`config.mk`:
```
export PLATFORM = sky130hd
export DESIGN_NAME = mem_access_unit
export DESIGN_NICKNAME = d
export VERILOG_FILES = /design/src/rtl/mem_access_unit.sv
export SDC_FILE = /design/constraint.sdc
export NUM_CORES = 1
export LEC_CHECK = 0
export ABC_CLOCK_PERIOD_IN_PS = 5310
export BUFFER_PORTS_ARGS = -buffer_cell sky130_fd_sc_hd__buf_2
export CELL_PAD_IN_SITES_DETAIL_PLACEMENT = 0
export CELL_PAD_IN_SITES_GLOBAL_PLACEMENT = 1
export CORE_MARGIN = 2
export CORE_UTILIZATION = 32
export DETAILED_ROUTE_END_ITERATION = 7
export PLACE_DENSITY_LB_ADDON = 0.1
export REMOVE_ABC_BUFFERS = 1
export SYNTH_ARGS = -nofsm -noshare
export SYNTH_HDL_FRONTEND = slang
export SYNTH_SLANG_ARGS = --single-unit
```
`constraint.sdc`:
```
create_clock -name clk -period 5.31 [get_ports clk]
set_input_delay 1.062 -clock clk [delete_from_list [all_inputs] [get_ports clk]]
set_output_delay 1.062 -clock clk [all_outputs]
set_load 0.03 [all_outputs]
```
`src/rtl/mem_access_unit.sv`:
```
// rtl/mem_access_unit.sv - RV32I data-memory access stage with alignment checks and load extension
module mem_access_unit #(
  parameter int STALL_CNT_W = 16
) (
  input  logic                   clk,
  input  logic                   rst,
  input  logic                   req_valid,
  output logic                   req_ready,
  input  logic                   req_load,
  input  logic [2:0]             req_funct3,
  input  logic [31:0]            req_addr,
  input  logic [31:0]            req_wdata,
  output logic                   resp_valid,
  output logic [31:0]            resp_rdata,
  output logic                   resp_fault,
  output logic [31:0]            dmem_addr,
  output logic                   dmem_read,
  output logic                   dmem_write,
  output logic [3:0]             dmem_mbe,
  output logic [31:0]            dmem_wdata,
  input  logic [31:0]            dmem_rdata,
  input  logic                   dmem_resp,
  output logic [STALL_CNT_W-1:0] stall_cycles
);

  typedef enum logic [1:0] {
    IDLE,
    ACCESS,
    DONE
  } state_t;

  localparam logic [STALL_CNT_W-1:0] STALL_ONE = 1;

  state_t      state;
  logic        load_q;
  logic [2:0]  funct3_q;
  logic [1:0]  off_q;

  logic        req_legal;
  logic [3:0]  req_mbe;
  logic [1:0]  req_off;
  logic [31:0] req_wdata_sh;
  logic [31:0] load_lane;
  logic [31:0] load_ext;

  assign req_off      = req_addr[1:0];
  assign req_wdata_sh = req_wdata << {req_off, 3'b000};

  // Decode legality and byte enables straight from the incoming request
  always_comb begin
    req_legal = 1'b0;
    req_mbe   = 4'b0000;
    case (req_funct3)
      3'b000: begin
        req_legal = 1'b1;
        req_mbe   = 4'b0001 << req_off;
      end
      3'b001: begin
        req_legal = ~req_addr[0];
        req_mbe   = 4'b0011 << req_off;
      end
      3'b010: begin
        req_legal = (req_off == 2'b00);
        req_mbe   = 4'b1111;
      end
      3'b100: begin
        req_legal = req_load;
        req_mbe   = 4'b0001 << req_off;
      end
      3'b101: begin
        req_legal = req_load & ~req_addr[0];
        req_mbe   = 4'b0011 << req_off;
      end
      default: begin
        req_legal = 1'b0;
        req_mbe   = 4'b0000;
      end
    endcase
  end

  assign load_lane = dmem_rdata >> {off_q, 3'b000};

  // Extend the selected lane of the returned word according to the latched funct3
  always_comb begin
    load_ext = load_lane;
    case (funct3_q)
      3'b000:  load_ext = {{24{load_lane[7]}}, load_lane[7:0]};
      3'b100:  load_ext = {24'h000000, load_lane[7:0]};
      3'b001:  load_ext = {{16{load_lane[15]}}, load_lane[15:0]};
      3'b101:  load_ext = {16'h0000, load_lane[15:0]};
      default: load_ext = load_lane;
    endcase
  end

  // Request/response FSM; every output is a register so strobes are glitch-free
  always_ff @(posedge clk or posedge rst) begin
    if (rst) begin
      state        <= IDLE;
      load_q       <= 1'b0;
      funct3_q     <= 3'b000;
      off_q        <= 2'b00;
      req_ready    <= 1'b1;
      resp_valid   <= 1'b0;
      resp_rdata   <= 32'h0;
      resp_fault   <= 1'b0;
      dmem_addr    <= 32'h0;
      dmem_read    <= 1'b0;
      dmem_write   <= 1'b0;
      dmem_mbe     <= 4'b0000;
      dmem_wdata   <= 32'h0;
      stall_cycles <= '0;
    end else begin
      case (state)
        IDLE: begin
          resp_valid <= 1'b0;
          if (req_valid) begin
            load_q    <= req_load;
            funct3_q  <= req_funct3;
            off_q     <= req_off;
            req_ready <= 1'b0;
            if (req_legal) begin
              state      <= ACCESS;
              dmem_addr  <= {req_addr[31:2], 2'b00};
              dmem_mbe   <= req_mbe;
              dmem_wdata <= req_wdata_sh;
              dmem_read  <= req_load;
              dmem_write <= ~req_load;
            end else begin
              // Illegal accesses never reach memory and answer on the next cycle
              state      <= DONE;
              resp_valid <= 1'b1;
              resp_fault <= 1'b1;
              resp_rdata <= 32'h0;
            end
          end
        end
        ACCESS: begin
          if (dmem_resp) begin
            state      <= DONE;
            dmem_read  <= 1'b0;
            dmem_write <= 1'b0;
            resp_valid <= 1'b1;
            resp_fault <= 1'b0;
            resp_rdata <= load_q ? load_ext : 32'h0;
          end else if (stall_cycles != '1) begin
            stall_cycles <= stall_cycles + STALL_ONE;
          end
        end
        DONE: begin
          state      <= IDLE;
          resp_valid <= 1'b0;
          resp_fault <= 1'b0;
          req_ready  <= 1'b1;
        end
        default: begin
          state      <= IDLE;
          resp_valid <= 1'b0;
          dmem_read  <= 1'b0;
          dmem_write <= 1'b0;
          req_ready  <= 1'b1;
        end
      endcase
    end
  end

endmodule

```
==> impl_metrics.json <==
{
  "syn_area_um2": 6280,
  "seq_power_share": 0.332,
  "numCtsBuffers": 17,
  "swShare": 0.447,
  "cts_setup_buffers": 0,
  "yosys.area.top_type_share": 0.502,
  "final_cell_count_no_fill": 1053,
  "drt_first_pass_iters": 4,
  "grt_antenna_before_repair": 3,
  "endpoint_kind": "register",
  "min-delay-start": "load_q",
  "worst_pin_slew_ns": 0.933,
  "synth-main-ff-cell": "dfrtp_1",
  "reg2reg_depth": 6,
  "crit_path_max_incr_delay_ns": 0.72,
  "status": "complete, no violations",
  "reg2reg_to": "resp_rdata[31]",
  "rows": 51,
  "cts-root-buf": "clkbuf_16",
  "synthTopCellsByCount": "126 x dfrtp_1, 44 x mux2_1, 40 x o21ai_0",
  "ant_nets": 0,
  "insertion_delay_ns": 0.42,
  "die-height_um": 144,
  "critical_path_arrival_ns": 3.69,
  "crit_top_cell": "buf_4",
  "via_count": 5322,
  "place_ws_ns": 1.45,
  "p_leak_nw": 3.94,
  "synth_edf_count": 0,
  "drc": 0,
  "yosysSeqAreaShare": 0.507,
  "io_pins": 225,
  "slew_headroom": 0.374,
  "area_growth_pct": 30.0,
  "coreArea_um2": 19300,
  "min-delay-path-class": "reg -> reg",
  "clockPowerShare": 0.241,
  "regToRegSetupSlack_ns": 2.68,
  "path_buf_inv": 3,
  "p_sw_mw": 2.08,
  "die-area_um2": 20700,
  "fin_setup_tns_ns": 0,
  "drive_gt1_frac": 0.361,
  "cts_resized": 0,
  "synthCells": 565,
  "crit_type": "in -> reg",
  "ir_drop_mv": 0.272,
  "async_flop_share": 1.00,
  "fmax_mhz": 295,
  "whs_path_depth": 2,
  "grt_pass1_wl_mm": 28.4,
  "power.share.combinational": 0.427,
  "grt_max_degree": 99,
  "dp.cells": 1018,
  "maxCapViolCount": 0,
  "drt-wirelength-per-cell_um": 17.4,
  "worstHoldEndpoint": "load_q",
  "clk_pin_slew_ns": 0.07,
  "cts_sinks": 127,
  "synth_top_family_by_area": "compound AO/OA/AOI/OAI gates",
  "finalPower_mw": 4.66,
  "ys.warnings.count": 0,
  "synth_cell_types": 56,
  "critPathMaxFanout": 39,
  "via_per_inst": 5.05,
  "synth-compound-area-share": 0.185,
  "required_ns": 5.61,
  "yosys.area_share.simple": 0.0903,
  "numPortBuffers": 222,
  "final_hold_viol_count": 0,
  "clock_skew_ns": 0.00817,
  "cts_tree": "done",
  "synth_fa_ha_area_frac": 0.00797,
  "yosys.cell_count.top_type": "dfrtp_1",
  "die_w_um": 144,
  "path_cells": "buf_2 -> nor4_1 -> a21oi_2 -> buf_4 -> nor2_4 -> buf_4 -> mux2_1",
  "synthMuxAreaShare": 0.150,
  "slowest_stage": "nor2_4",
  "crit_family": "simple AND/OR/NAND/NOR gates",
  "gp_congestion": 0.798,
  "grt_usage": 0.178,
  "synthTopCellsByArea": "dfrtp_1 50%, mux2_1 7.9%, mux2i_1 5.3%, o21ai_0 3.2%, a21oi_1 2.7%",
  "power_density_nw_per_um2": 571,
  "r2r-start": "state[1]",
  "clockBufferDepth": 2,
  "slew_violations": 0,
  "rsz0062_at_grt": "false",
  "finalCritPeriodShare": 0.639,
  "setup_viol": 0,
  "synth_area_per_cell_um2": 11.1,
  "yosysTopAreaCell": "dfrtp_1",
  "synthXorXnorAreaFrac": 0.0195,
  "gr-total-overflow": 0,
  "timing.final.ws_setup_ns": 1.92,
  "drt_wl_total_mm": 18.4,
  "grt_pass1_vias": 5307,
  "drt_iter0_markers": 228,
  "hpwlAfterDp_mm": 12.5,
  "intPower_mw": 2.58,
  "htreeDepth": 4,
  "final_nets": 880,
  "start_kind": "input pin",
  "post-route-min-period_ns": 3.39,
  "cts_hold_buf": 0,
  "initial_core_util": 0.325,
  "ys_ff_latch": 127
}
-- worst min-delay path: stages (launching register included) --
cell	delay [ns]
dfrtp_1	0.34
nand2_1	0.04
o21ai_0	0.06
-- layer usage --
| metal | track usage | vias up | share of wire |
|---|---|---|---|
| li1 | - | 2522 | - |
| met1 | 0.238 | 2590 | 0.44 |
| met2 | 0.272 | 186 | 0.46 |
| met3 | 0.0556 | 22 | 0.079 |
| met4 | 0.0671 | 2 | 0.017 |
| met5 | 0 | - | 0.00071 |
-- sequential cells by signal (all words and copies together) (netlist names) --
register      flops
state             2
funct3_q          3
resp_valid        1
stall_cycles     16
dmem_read         1
resp_fault        1
load_q            1
dmem_wdata       32
off_q             2
resp_rdata       32
dmem_write        1
dmem_mbe          4
req_ready         1
dmem_addr        30
-- how the worst max path moves through the flow --
stage	start	cells past startpoint	slack, ns	endpoint
3_5_place_dp	req_addr[0]	7	1.45	dmem_addr[25]
2_1_floorplan	rst	1	0.87	dmem_addr[10]
3_3_place_gp	req_addr[0]	7	1.55	dmem_addr[14]
6_report	req_addr[0]	7	1.92	dmem_addr[25]
4_1_cts	req_addr[0]	7	1.89	dmem_addr[25]
5_1_grt	req_addr[0]	7	1.68	dmem_addr[9]
-- power groups by stage --
stage / Combinational, mW / Clock (mW) / Sequential (mW)
2_1_floorplan: 0.662 / 0 / 2.21
3_3_place_gp: 1.98 / 0 / 1.55
3_5_place_dp: 2.01 / 0 / 1.56
4_1_cts: 2.01 / 1.16 / 1.55
5_1_grt: 2.15 / 1.21 / 1.60
6_report: 1.99 / 1.12 / 1.55
-- stage by stage --
stage	hold WS [ns]	utilization	cell area [um2]
after detailed placement	0.469	0.392	7580
after global routing	0.504	0.422	8160
after CTS	0.487	0.422	8150
after floorplan	0.450	-	6060
final	0.481	0.422	8160
after global placement	0.464	0.392	7580
-- logic make-up (layout without fill, tap and decap cells) --
| logic type | count (synthesis) | after routing |
|---|---|---|
| buf+inv | 52 | 271 |
| other cells | 1 | 5 |
| simple gates | 106 | 106 |
| fa+ha+maj | 4 | 4 |
| flops | 127 | 127 |
| compound gates | 175 | 175 |
| mux | 86 | 86 |
| xor+xnor | 14 | 14 |
-- final cells by class --
class / instances / area, um2
clock buffer: 17 / 425
fill: 1888 / 11200
inverter: 8 / 35.0
tap: 265 / 332
multi-input combinational: 387 / 2860
antenna: 3 / 7.51
timing repair buffer: 231 / 1180
sequential: 127 / 3180
clock inverter: 15 / 141
-- cell usage in the layout, fill, tap and decap left out, drive strengths merged, types with 3 or more instances in the layout --
cell,netlist,layout
nor3,4,4
o31ai,9,9
nor2,17,17
diode,0,3
a211oi,22,22
buf,25,231
mux2i,33,33
nand2b,3,3
inv,8,20
o2bb2ai,18,18
xnor2,9,9
nand3,7,7
a21oi,34,34
a32o,16,16
nor2b,20,20
nand2,31,31
xor2,5,5
dfrtp,126,126
mux2,52,52
clkbuf,19,17
nor4,4,4
nand4,7,7
ha,4,4
o21ai,62,62
No activity file was read; power rests on OpenSTA's default activity.
